<file path="config.mk">
export PLATFORM = sky130hd
export DESIGN_NAME = uart_tx
export DESIGN_NICKNAME = d
export VERILOG_FILES = /design/src/rtl/uart_pkg.sv /design/src/rtl/uart_tx_fsm.sv /design/src/rtl/uart_tx.sv
export SDC_FILE = /design/constraint.sdc
export NUM_CORES = 1
export LEC_CHECK = 0
export ABC_AREA = 1
export CAP_MARGIN = 5
export CELL_PAD_IN_SITES_DETAIL_PLACEMENT = 0
export CELL_PAD_IN_SITES_GLOBAL_PLACEMENT = 1
export CORE_MARGIN = 2
export CORE_UTILIZATION = 35
export CTS_BUF_LIST = sky130_fd_sc_hd__clkbuf_8
export CTS_CLUSTER_DIAMETER = 200
export DETAILED_ROUTE_END_ITERATION = 8
export HOLD_SLACK_MARGIN = 0.1
export PLACE_DENSITY = 0.74
export SYNTH_ARGS = -nofsm -noshare
export SYNTH_HDL_FRONTEND = slang
export SYNTH_HIERARCHICAL = 1
export SYNTH_SLANG_ARGS = --single-unit
</file>
<file path="constraint.sdc">
create_clock -name CLK -period 1.7 [get_ports CLK]
set_input_delay 0.255 -clock CLK [delete_from_list [all_inputs] [get_ports CLK]]
set_output_delay 0.255 -clock CLK [all_outputs]
set_load 0.1 [all_outputs]
</file>
<file path="src/rtl/uart_pkg.sv">
// rtl/uart_pkg.sv - shared UART state encoding and default payload width
package uart_pkg;

  localparam int DATA_WIDTH_DEF = 8;

  localparam logic [2:0] ST_IDLE   = 3'd0;
  localparam logic [2:0] ST_START  = 3'd1;
  localparam logic [2:0] ST_DATA   = 3'd2;
  localparam logic [2:0] ST_PARITY = 3'd3;
  localparam logic [2:0] ST_STOP   = 3'd4;

  typedef enum logic [2:0] {
    IDLE   = ST_IDLE,
    START  = ST_START,
    DATA   = ST_DATA,
    PARITY = ST_PARITY,
    STOP   = ST_STOP
  } uart_state_e;

endpackage

</file>
<file path="src/rtl/uart_tx_fsm.sv">
// rtl/uart_tx_fsm.sv - TX frame sequencer: state, bit counter, acceptance and Busy
module uart_tx_fsm
  import uart_pkg::*;
#(
  parameter int DATA_WIDTH = DATA_WIDTH_DEF
) (
  input  logic        CLK,
  input  logic        RST,
  input  logic        data_valid,
  input  logic        par_en,
  output logic        accept,
  output uart_state_e state,
  output logic        Busy
);

  localparam int CNT_W = (DATA_WIDTH > 1) ? $clog2(DATA_WIDTH) : 1;

  uart_state_e      next_state;
  logic [CNT_W-1:0] bit_cnt;
  logic             last_bit;

  assign last_bit = (bit_cnt == CNT_W'(DATA_WIDTH - 1));

  // State register; Busy follows the state by one cycle so it lines up with the registered line
  always_ff @(posedge CLK or posedge RST) begin
    if (RST) begin
      state <= IDLE;
      Busy  <= 1'b0;
    end else begin
      state <= next_state;
      Busy  <= (state != IDLE);
    end
  end

  // Data bit counter: runs only in DATA and wraps to 0 on the last payload bit
  always_ff @(posedge CLK or posedge RST) begin
    if (RST) begin
      bit_cnt <= '0;
    end else if (state == DATA && !last_bit) begin
      bit_cnt <= bit_cnt + 1'b1;
    end else begin
      bit_cnt <= '0;
    end
  end

  // Next-state logic; a new byte is taken only while idle or sending the stop bit
  always_comb begin
    next_state = state;
    accept     = 1'b0;
    case (state)
      IDLE: begin
        accept = data_valid;
        if (data_valid) next_state = START;
      end
      START:  next_state = DATA;
      DATA: begin
        if (last_bit) next_state = par_en ? PARITY : STOP;
      end
      PARITY: next_state = STOP;
      STOP: begin
        accept     = data_valid;
        next_state = data_valid ? START : IDLE;
      end
      default: next_state = IDLE;
    endcase
  end

endmodule

</file>
<file path="src/rtl/uart_tx.sv">
// rtl/uart_tx.sv - UART transmitter: shift register, parity, output mux and line flop
module uart_tx
  import uart_pkg::*;
#(
  parameter int DATA_WIDTH = DATA_WIDTH_DEF
) (
  input  logic                  CLK,
  input  logic                  RST,
  input  logic [DATA_WIDTH-1:0] P_DATA,
  input  logic                  DATA_VALID,
  input  logic                  PAR_EN,
  input  logic                  PAR_TYP,
  output logic                  TX_OUT,
  output logic                  Busy
);

  uart_state_e           state;
  logic                  accept;
  logic [DATA_WIDTH-1:0] shift_q;
  logic                  par_en_q;
  logic                  par_bit_q;
  logic                  tx_d;

  uart_tx_fsm #(
    .DATA_WIDTH (DATA_WIDTH)
  ) u_fsm (
    .CLK        (CLK),
    .RST        (RST),
    .data_valid (DATA_VALID),
    .par_en     (par_en_q),
    .accept     (accept),
    .state      (state),
    .Busy       (Busy)
  );

  // Capture byte and parity config at acceptance; shift one bit out per DATA cycle
  always_ff @(posedge CLK or posedge RST) begin
    if (RST) begin
      shift_q   <= '0;
      par_en_q  <= 1'b0;
      par_bit_q <= 1'b0;
    end else if (accept) begin
      shift_q   <= P_DATA;
      par_en_q  <= PAR_EN;
      par_bit_q <= PAR_TYP ? ~^P_DATA : ^P_DATA;
    end else if (state == DATA) begin
      shift_q   <= shift_q >> 1;
    end
  end

  // Line value for the current state; registered below so the line never glitches
  always_comb begin
    tx_d = 1'b1;
    case (state)
      IDLE:    tx_d = 1'b1;
      START:   tx_d = 1'b0;
      DATA:    tx_d = shift_q[0];
      PARITY:  tx_d = par_bit_q;
      STOP:    tx_d = 1'b1;
      default: tx_d = 1'b1;
    endcase
  end

  // Output flop; reset forces the line back to the idle level at once
  always_ff @(posedge CLK or posedge RST) begin
    if (RST) begin
      TX_OUT <= 1'b1;
    end else begin
      TX_OUT <= tx_d;
    end
  end

endmodule

</file>
After elaboration in Yosys (flattened, before gate mapping)

Cells that the tools add are included.

Bits in registers: 18
Latch bits: 0
Bits in writable memories: 0
ROM bits: 0
Input bits: 13
Output and inout port bits: 2
Word-level logic and storage cells: 35
Memories: 0

Add/sub/neg operators: 1
$mul: 0
Divide/modulo/power cells: 0
Order comparisons: 0
Eq/ne operators: 7
Shifts and indexed selects: 0
Multiplexer cells: 11
Bitwise gates (word level): 0
Reductions and logical operators: 9

Operators with widths:

| cell                                                | count |
|---|---|
| two-way mux 8 bit                                   | 2 |
| one-hot mux 3 bit (5 select lines)                  | 1 |
| two-way mux 3 bit                                   | 4 |
| XNOR reduction 8 bit                                | 1 |
| parity 8 bit                                        | 1 |
| equality test 3 x 2 -> 1 bit, second input constant | 2 |
| equality test 3 bit, second input constant          | 2 |
| adder 3 x 1 -> 3 bit, second input constant         | 1 |
| equality test 3 x 1 -> 1 bit, second input constant | 1 |
| logical NOT 3 bit                                   | 1 |
| two-way mux 1 bit                                   | 3 |
| one-hot mux 1 bit (3 select lines)                  | 1 |
| nonzero test 3 bit                                  | 1 |
| != test 2 x 1 -> 1 bit, second input constant       | 1 |
| != test 2 bit, second input constant                | 1 |
| AND reduction 2 bit                                 | 1 |
| nonzero test 2 bit                                  | 1 |
| OR reduction 2 bit                                  | 1 |
| logical AND 1 bit                                   | 1 |
| logical NOT 1 bit                                   | 1 |

Longest topological paths before layout

Gate-level depths: netlist of run 1.

Depth in word-level cells: 4
Mapped depth: 9
Mapped depth without buffers: 9

Modules after synthesis

Netlist of run 1, hierarchy kept.

Modules (own cells, without submodules):

| module      | instances | cells an instance | area each (um^2) | sequential area each (um^2) |
|---|---|---|---|---|
| uart_tx     | 1         | 94                | 660.6            | 276.5 |
| uart_tx_fsm | 1         | 37                | 327.8            | 175.2 |

Least setup slack after synthesis of run 1

No wires, ideal clock.

Path kind: register -> register
From: reg u_fsm.state[0]
To: reg shift_q[6]
Library setup time: 143 ps
Arrival time: 1318 ps
Data required time: 1557 ps
Setup slack: 239 ps
Cell stages (with the launch flop): 7
Buffers on the path: 0
Clock period less this slack: 1461 ps
Path through: dfrtp_1 > nor3_1 > inv_2 > o21ai_4 > o21ai_0 > o21ai_0 > o41ai_1

Longest elaborated chain between the ends: 4
Elaborated cells on any way between the ends: 7
Those cells by class: 2 x eq/ne; 2 x mux; 3 x reduce/logical

RTL lines:

| what                                                     | RTL line          | text |
|---|---|---|
| start, declared                                          | uart_tx_fsm.sv:12 | `output uart_state_e state,` |
| start signal, assigned                                   | uart_tx_fsm.sv:30 | `state <= next_state;` |
| equality test 3 bit or logical NOT 3 bit (tied branches) | uart_tx_fsm.sv:50 | `case (state)` |
| OR reduction 2 bit (no source line) *                    | n/a               |  |
| two-way mux 1 bit *                                      | uart_tx_fsm.sv:50 |  |
| named net accept                                         | uart_tx.sv:18     | `logic accept;` |
| two-way mux 8 bit or nonzero test 2 bit (tied branches)  | n/a               |  |
| end signal, assigned                                     | uart_tx.sv:47     | `shift_q <= shift_q >> 1;` |
| end, declared                                            | uart_tx.sv:19     | `logic [DATA_WIDTH-1:0] shift_q;` |

Mark *: on every way through the listed nets, which the timed path passes. The rest lies on a longest branch.
A chain may end at the register's enable or synchronous reset.

Worst setup path in the final report of run 1

From: reg u_fsm.state[0]
To: reg shift_q[2]

Same word-level chain as after synthesis.

==> metrics.md, run 1 <==
| Metric | Value |
|---|---|
| Crit Path Max Fanout | 7 |
| WL/cell | 10.55 µm |
| Antenna cells | 0 |
| Synth area leader | dfrtp_1 |
| Synth top area cells | dfrtp_1, nand2_1, inv_1 |
| Syn. warnings | 6 |
| Flops & latches, synth | 18 |
| Cts-stage hold buffer count | 0 |
| Nets | 167 |
| Fraction of synthesized cell area in xor and xnor cells | under 10% |
| Clock Latency Late Sink | 0.25 ns |
| Main combinational cell family by area after synthesis | simple AND/OR/NAND/NOR gates |
| Worst Path Required | 1.88 ns |
| Clock Power Share | about 14% |
| Core ar. | 2710 µm² |
| Minimum clock period | 1.423 ns |
| Core Rows | 19 |
| Syn Nets | approximately 150 |
| Starting Density | between 30% and 40% |
| CTS root buf | clkbuf_8 |
| Via density | ~4.6 |
| Sum Neg Setup Slack | 0 ns |
| Most frequent cells in the layout | nand2_1, inv_1, dfrtp_1, nor2_1, clkdlybuf4s50_1 |
| Worst Path Arrival | around 1.6 ns |
| Critical path's slowest cell | dfrtp_1 |
| Setup Skew | around 0.014 ns |
| Setup Fix Bufs, Post-CTS | 0 |
| Global Route Usage Sum | a little over an eighth |
| Buf/Inv on CP | 2 |
| Max Fclk | about 700 MHz |
| Clock buffer depth | 2 |
| Via count | approximately 850 |
| Slew @ Worst Pin | roughly 0.43 ns |
| Antenna viol nets, final | 0 |
| Clock Sinks | 18 |
| Detail Placement HPWL | 1.560 mm |
| Die height | approximately 57 µm |
| Mapped Area | between 900 and 1000 µm² |
| Number of gates resized after cts | 0 |
| RSZ-0062 raised after global routing | no |
| Vias in the first global route | ~800 |
| DP Worst Slack | around 0.027 ns |
| Global-route wire length before repair | 3.387 mm |
| Max incr delay on CP | about 0.46 ns |
| Int Power | 1.208 mW |
| Crit-path cells | nor3_1 -> inv_2 -> o21ai_4 -> buf_4 -> nor2_1 -> a31oi_1 |
| Static leakage | around 0.64 nW |
| P_sw | approximately 900 µW |
| Simple-Gate Fraction of Synth Area | roughly 28% |
| Synth top area share | 43.04% |
| # setup viols final | 0 |
| Peak VDD IR | approximately 1 mV |
| Setup CP Type | register to register |
| Drt total wl | 1.920 mm |
| Complex-gate fraction of the synthesized area | between 10% and 20% |
| Initial drt markers | 26 |
| Combinational power share | between 40% and 50% |
| Max-Slew Margin vs Limit | between 70% and 80% |
| CTS H-tree depth | 1 |
| Initial antenna violation count | 0 |
| Post-synthesis sequential area ratio | between 40% and 50% |
| Synth Area in Adders | under 10% |
| Syn Area/Cell | approximately 7.5 µm² |
| Most common cell after layout, fill and taps aside | nand2_1 |
| Worst hold path type | primary input to async pin |
| Clock slew at reported path FFs | ~0.07 ns |
| Status | complete, no violations |
| Number of remaining DRC errors | 0 |
| Die W | between 50 and 60 µm |
| Die area | 3265 µm² |
| Power per Cell Area | 1694 nW/µm² |
| Pin count of the biggest net entering global routing | 14 |
| Crit-path leading delay family | flip-flops |
| Switching Share | a little over two fifths |
| Post-Synthesis Cells | ~130 |
| Sequential power share | a little under two fifths |
| Final clock period utilization by the worst path | 83.72% |
| Final hold violations | 0 |
| Power Total | around 2.1 mW |
| Total CTS buffers | 3 |
| TritonCTS clock tree | yes |
| Post-synth cell types | 24 |
| IO Port Bufs | 14 |
| Final Worst Setup Slack | around 0.28 ns |
| Gpl congestion | between 0.7 and 0.8 |
| GRT overflow | 0 |
| Crit end category | register |
| Placed Area | 1201 µm² |
| Ports | 15 |
| Layout cells sized above 1 | between 10% and 20% |
| Min Hold Slack | between 0.2 and 0.3 ns |
| First drt pass iteration count | 4 |
| Max Slew Vio Count | 0 |
| Max Cap Viol | 0 |
| Startpoint types | register |
| Layout area overhead | 26.08% |
| Design area | 1246 µm² |
| Post-synthesis mux area share | 0% |
-- cell type report --
class / count / area [µm²]
multi-input combinational: 90 / 441.7
timing repair buffer: 18 / 190.2
inverter: 21 / 78.83
fill: 292 / 1464
tap: 31 / 38.79
sequential: 18 / 451.7
clock buffer: 3 / 41.29
clock inverter: 1 / 3.754
-- Yosys cell counts --
| cell | instances |
|---|---|
| buf_6 | 1 |
| a211oi_1 | 1 |
| o21ai_1 | 2 |
| inv_2 | 3 |
| a21oi_1 | 2 |
| o21ai_4 | 1 |
| o211ai_1 | 1 |
| o41ai_1 | 1 |
| inv_1 | 18 |
| nand2_2 | 2 |
| ha_1 | 2 |
| buf_2 | 1 |
| nor2_4 | 1 |
| xor2_1 | 1 |
| xnor2_1 | 1 |
| dfstp_2 | 1 |
| a31oi_1 | 4 |
| nor3_1 | 1 |
| o21ai_0 | 5 |
| a21oi_2 | 1 |
| nand3_1 | 9 |
| nor2_1 | 15 |
| nand2_1 | 40 |
| dfrtp_1 | 17 |
-- power by group through the flow --
| stage | combinational [mW] | sequential (mW) | clock [mW] |
|---|---|---|---|
| 2_1_floorplan | 0.603 | 0.919 | 0 |
| 3_3_place_gp | 1.02 | 0.792 | 0 |
| 3_5_place_dp | 1.04 | 0.795 | 0 |
| 4_1_cts | 1.04 | 0.789 | 0.308 |
| 5_1_grt | 1.16 | 0.810 | 0.325 |
| 6_report | 1.03 | 0.784 | 0.297 |
-- through the flow --
stage	instances	utilization, %
after global routing	182	45.98
after detailed placement	178	44.32
after global placement	178	44.32
final	182	45.98
after CTS	182	45.98
after floorplan	131	-
-- worst paths after layout --
path | endpoint | startpoint | cells after the start | slack, ns
min in group CLK | u_fsm/bit_cnt[0]$_DFF_PP0_ | u_fsm/bit_cnt[0]$_DFF_PP0_ | 1 | 0.44
max | shift_q[2]$_DFFE_PP0P_ | u_fsm/state[0]$_DFFE_PP0P_ | 6 | 0.28
max reg2reg | shift_q[2]$_DFFE_PP0P_ | u_fsm/state[0]$_DFFE_PP0P_ | 6 | 0.28
min | u_fsm/Busy$_DFF_PP0_ | RST | 2 | 0.25
max in group asynchronous | TX_OUT$_DFF_PP1_ | RST | 2 | 1.04
min reg2reg | u_fsm/bit_cnt[0]$_DFF_PP0_ | u_fsm/bit_cnt[0]$_DFF_PP0_ | 1 | 0.44
-- routing by layer --
layer / vias to the layer above / track usage, % / part of all wire [%]
met4: 0 / 3.987 / 0.42
met2: 9 / 22.82 / 48
li1: 455 / - / -
met5: - / 0 / 0
met1: 380 / 16.93 / 48
met3: 2 / 2.494 / 3.2
-- worst register-to-register path: stages (launching register included) --
cell,delay [ns]
dfrtp_1,0.46
nor3_1,0.34
inv_2,0.11
o21ai_4,0.10
buf_4,0.17
nor2_1,0.04
a31oi_1,0.13
-- sequential cells by signal, summed over array words and instances (netlist names) --
register / flops
shift_q: 8
par_bit_q: 1
par_en_q: 1
u_fsm/state: 3
u_fsm/Busy: 1
TX_OUT: 1
u_fsm/bit_cnt: 3
-- kinds of logic after synthesis --
family                     count (synthesis)
xor gates and xnor gates                   2
buffers and inverters                     23
adders and majority gates                  2
DFF                                       18
AOI/OAI and AO/OA                         18
and+or+nand+nor                           68
Note: power is estimated with default switching activity, not from simulation.
==> inputs of run 2 (changes only) <==
==> constraint.sdc (replaced) <==
create_clock -name CLK -period 1.5 [get_ports CLK]
set_input_delay 0.225 -clock CLK [delete_from_list [all_inputs] [get_ports CLK]]
set_output_delay 0.225 -clock CLK [all_outputs]
set_load 0.1 [all_outputs]
==> run 2 against run 1 <==
Net effect: worst setup slack got worse by 0.070 ns; non-clock buffer count did not move; utilization rose by 1.0 points; maximum frequency rose by 10%; first-iteration DRC count fell by 3.8%; register-to-register slack got worse by 0.07 ns; global-route usage rose by 0.54 points; clock-buffer cell count rose by 1; largest cell class unchanged; highest routed layer is now met3.
==> metrics.md, run 2 (synthesized netlist as in run 1, its figures left out) <==
| Metric | Value |
|---|---|
| Via count | 850 (was 846) |
| Antenna cells | 0 (unchanged) |
| Fillers | 290 (was 292) |
| Number of remaining DRC errors | 0 (unchanged) |
| Uppermost routed layer | met3 (was met4) |
| Final clock period utilization by the worst path | 86.20% (was 83.72%) |
| Non-Filler Instances | 182 (unchanged) |
| Crit path top cell by count | o21ai_0 |
| Final hold violations | 0 (unchanged) |
| Layout cells sized above 1 | 13.25% (was 11.92%) |
| Via density | 4.670 (was 4.648) |
| Worst Path Required | 1.62 ns (was 1.88 ns) |
| Antenna viol nets, final | 0 (unchanged) |
| Worst Path Arrival | 1.42 ns (was 1.60 ns) |
| Crit-path cells | buf_4 -> inv_2 -> nand2_2 -> o21ai_4 -> o21ai_0 -> o21ai_0 -> o41ai_1 (was nor3_1 -> inv_2 -> o21ai_4 -> buf_4 -> nor2_1 -> a31oi_1) |
| Crit end category | register (unchanged) |
| Worst hold path type | primary input to async pin (unchanged) |
| Max Cap Viol | 0 (unchanged) |
| Clock Latency Late Sink | 0.25 ns (about the same) |
| Peak VDD IR | 1.376 mV (was 0.9958 mV) |
| Max incr delay on CP | 0.40 ns (was 0.46 ns) |
| Ports | 15 (unchanged) |
| Minimum clock period | 1.293 ns (was 1.423 ns) |
| Clock Sinks | 18 (unchanged) |
| Reg with most FFs | shift_q (unchanged) |
| Cts-stage hold buffer count | 0 (unchanged) |
| Max-Slew Margin vs Limit | 70.91% (was 71.47%) |
| Initial drt markers | 25 (was 26) |
| Cell count after placement | 178 (unchanged) |
| Met3 routed WL | 57 µm (was 62 µm) |
| Crit-path leading delay family | compound AO/OA/AOI/OAI gates (was flip-flops) |
| Max Fclk | 773.4 MHz (was 702.7 MHz) |
| Met1 WL | 889 µm (was 926 µm) |
| Global-route wire length before repair | 3.553 mm (was 3.387 mm) |
| Global Route Usage Sum | 13.80% (was 13.25%) |
| Routed met2 length | 972 µm (was 923 µm) |
| Die W | 57.14 µm (unchanged) |
| TritonCTS clock tree | yes (unchanged) |
| Vias in the first global route | 807 (was 801) |
| Clock slew at reported path FFs | 0.07 ns (about the same) |
| Final Worst Setup Slack | 0.2069 ns (was 0.2768 ns) |
| Slew @ Worst Pin | 0.4359 ns (was 0.4274 ns) |
| Starting Density | 36.47% (unchanged) |
| Top Registers | shift_q x8, u_fsm/bit_cnt x3, u_fsm/state x3 (unchanged) |
| Layout area overhead | 28.86% (was 26.08%) |
| Die height | 57.14 µm (unchanged) |
| Nets | 167 (unchanged) |
| GRT overflow | 0 (unchanged) |
| Most common cell after layout, fill and taps aside | nand2_1 (unchanged) |
| Number of flip-flops in the largest register | 8 (unchanged) |
| Initial antenna violation count | 0 (unchanged) |
| Static leakage | 0.6490 nW (was 0.6413 nW) |
| Clock buffer depth | 2 (unchanged) |
| # setup viols final | 0 (unchanged) |
| Buf/Inv on CP | 2 (unchanged) |
| Power per Cell Area | 1971 nW/µm² (was 1694 nW/µm²) |
| Critical path's slowest cell | dfrtp_1 (unchanged) |
| Crit Path Max Fanout | 6 (was 7) |
| Startpoint types | register (unchanged) |
| Core ar. | 2710 µm² (unchanged) |
| RSZ-0062 raised after global routing | no (unchanged) |
| Max Slew Vio Count | 0 (unchanged) |
| Setup Skew | 0.005525 ns (was 0.01374 ns) |
| Total CTS buffers | 3 (unchanged) |
| CTS root buf | clkbuf_8 (unchanged) |
| Most frequent cells in the layout | nand2_1, inv_1, dfrtp_1, nor2_1, clkdlybuf4s50_1 (unchanged) |
| Pin count of the biggest net entering global routing | 14 (unchanged) |
| Detail Placement HPWL | 1.526 mm (was 1.560 mm) |
| Gpl congestion | 0.7094 (was 0.7318) |
| CTS H-tree depth | 1 (unchanged) |
| Core Rows | 19 (unchanged) |
| DP Worst Slack | -0.1059 ns (was 0.02741 ns) |
| Die area | 3265 µm² (unchanged) |
| Status | complete, no violations (unchanged) |
| Drt total wl | 1.918 mm (was 1.920 mm) |
| First drt pass iteration count | 4 (unchanged) |
| Reg area | 451.7 µm² (unchanged) |
| WL/cell | 10.54 µm (was 10.55 µm) |
| IO Port Bufs | 14 (unchanged) |
| Setup CP Type | register to register (unchanged) |
| Footprint of the multi-input gates | 446.7 µm² (was 441.7 µm²) |
## run 2: per-stage QoR
stage          hold WS (ns)  TNS [ns]  util (%)  instance area (µm²)  total power, mW
6_report             0.2305         0     47.00                 1274            2.510
5_1_grt              0.2688         0     47.00                 1274            2.737
4_1_cts              0.2404         0     46.81                 1269            2.539
3_5_place_dp         0.4233   -0.6924     44.78                 1214            2.129
3_3_place_gp         0.4214   -0.4328     44.78                 1214            2.102
2_1_floorplan       0.02840         0         -                988.4            1.725
## run 2: area by class of cell
type                            count  share of cell area, %
Clock buffer                        4                  4.322
Timing Repair Buffer               18                  15.91
Multi-Input combinational cell     90                  35.07
Tap cell                           31                  3.045
Sequential cell                    18                  35.46
Inverter                           21                  6.189
## run 2: where the power goes
| group | total (mW) | switching, mW | internal (mW) |
|---|---|---|---|
| registers | 0.875 | 0.156 | 0.719 |
| logic | 1.24 | 0.730 | 0.509 |
| clock network | 0.396 | 0.164 | 0.233 |
| total | 2.51 | 1.05 | 1.46 |
## run 2: per-layer routing
metal / vias up / GRT usage [%]
met5: - / 0
met4: 0 / 2.990
li1: 453 / -
met1: 388 / 18.17
met2: 9 / 23.81
met3: 0 / 2.494
## run 2: final timing paths
path | startpoint | end | slack, ns | cells after the start
min reg2reg | u_fsm/bit_cnt[0]$_DFF_PP0_ | u_fsm/bit_cnt[0]$_DFF_PP0_ | 0.43 | 1
max | u_fsm/state[0]$_DFFE_PP0P_ | shift_q[6]$_DFFE_PP0P_ | 0.21 | 7
max in group asynchronous | RST | TX_OUT$_DFF_PP1_ | 0.87 | 2
min | RST | u_fsm/state[1]$_DFFE_PP0P_ | 0.23 | 2
max reg2reg | u_fsm/state[0]$_DFFE_PP0P_ | shift_q[6]$_DFFE_PP0P_ | 0.21 | 7
min in group CLK | u_fsm/bit_cnt[0]$_DFF_PP0_ | u_fsm/bit_cnt[0]$_DFF_PP0_ | 0.43 | 1
## run 2: repair_timing
action / in CTS / in global routing
setup endpoints to repair: 0 / 1
setup buffers: 0 / 0
resized for setup: 0 / 1
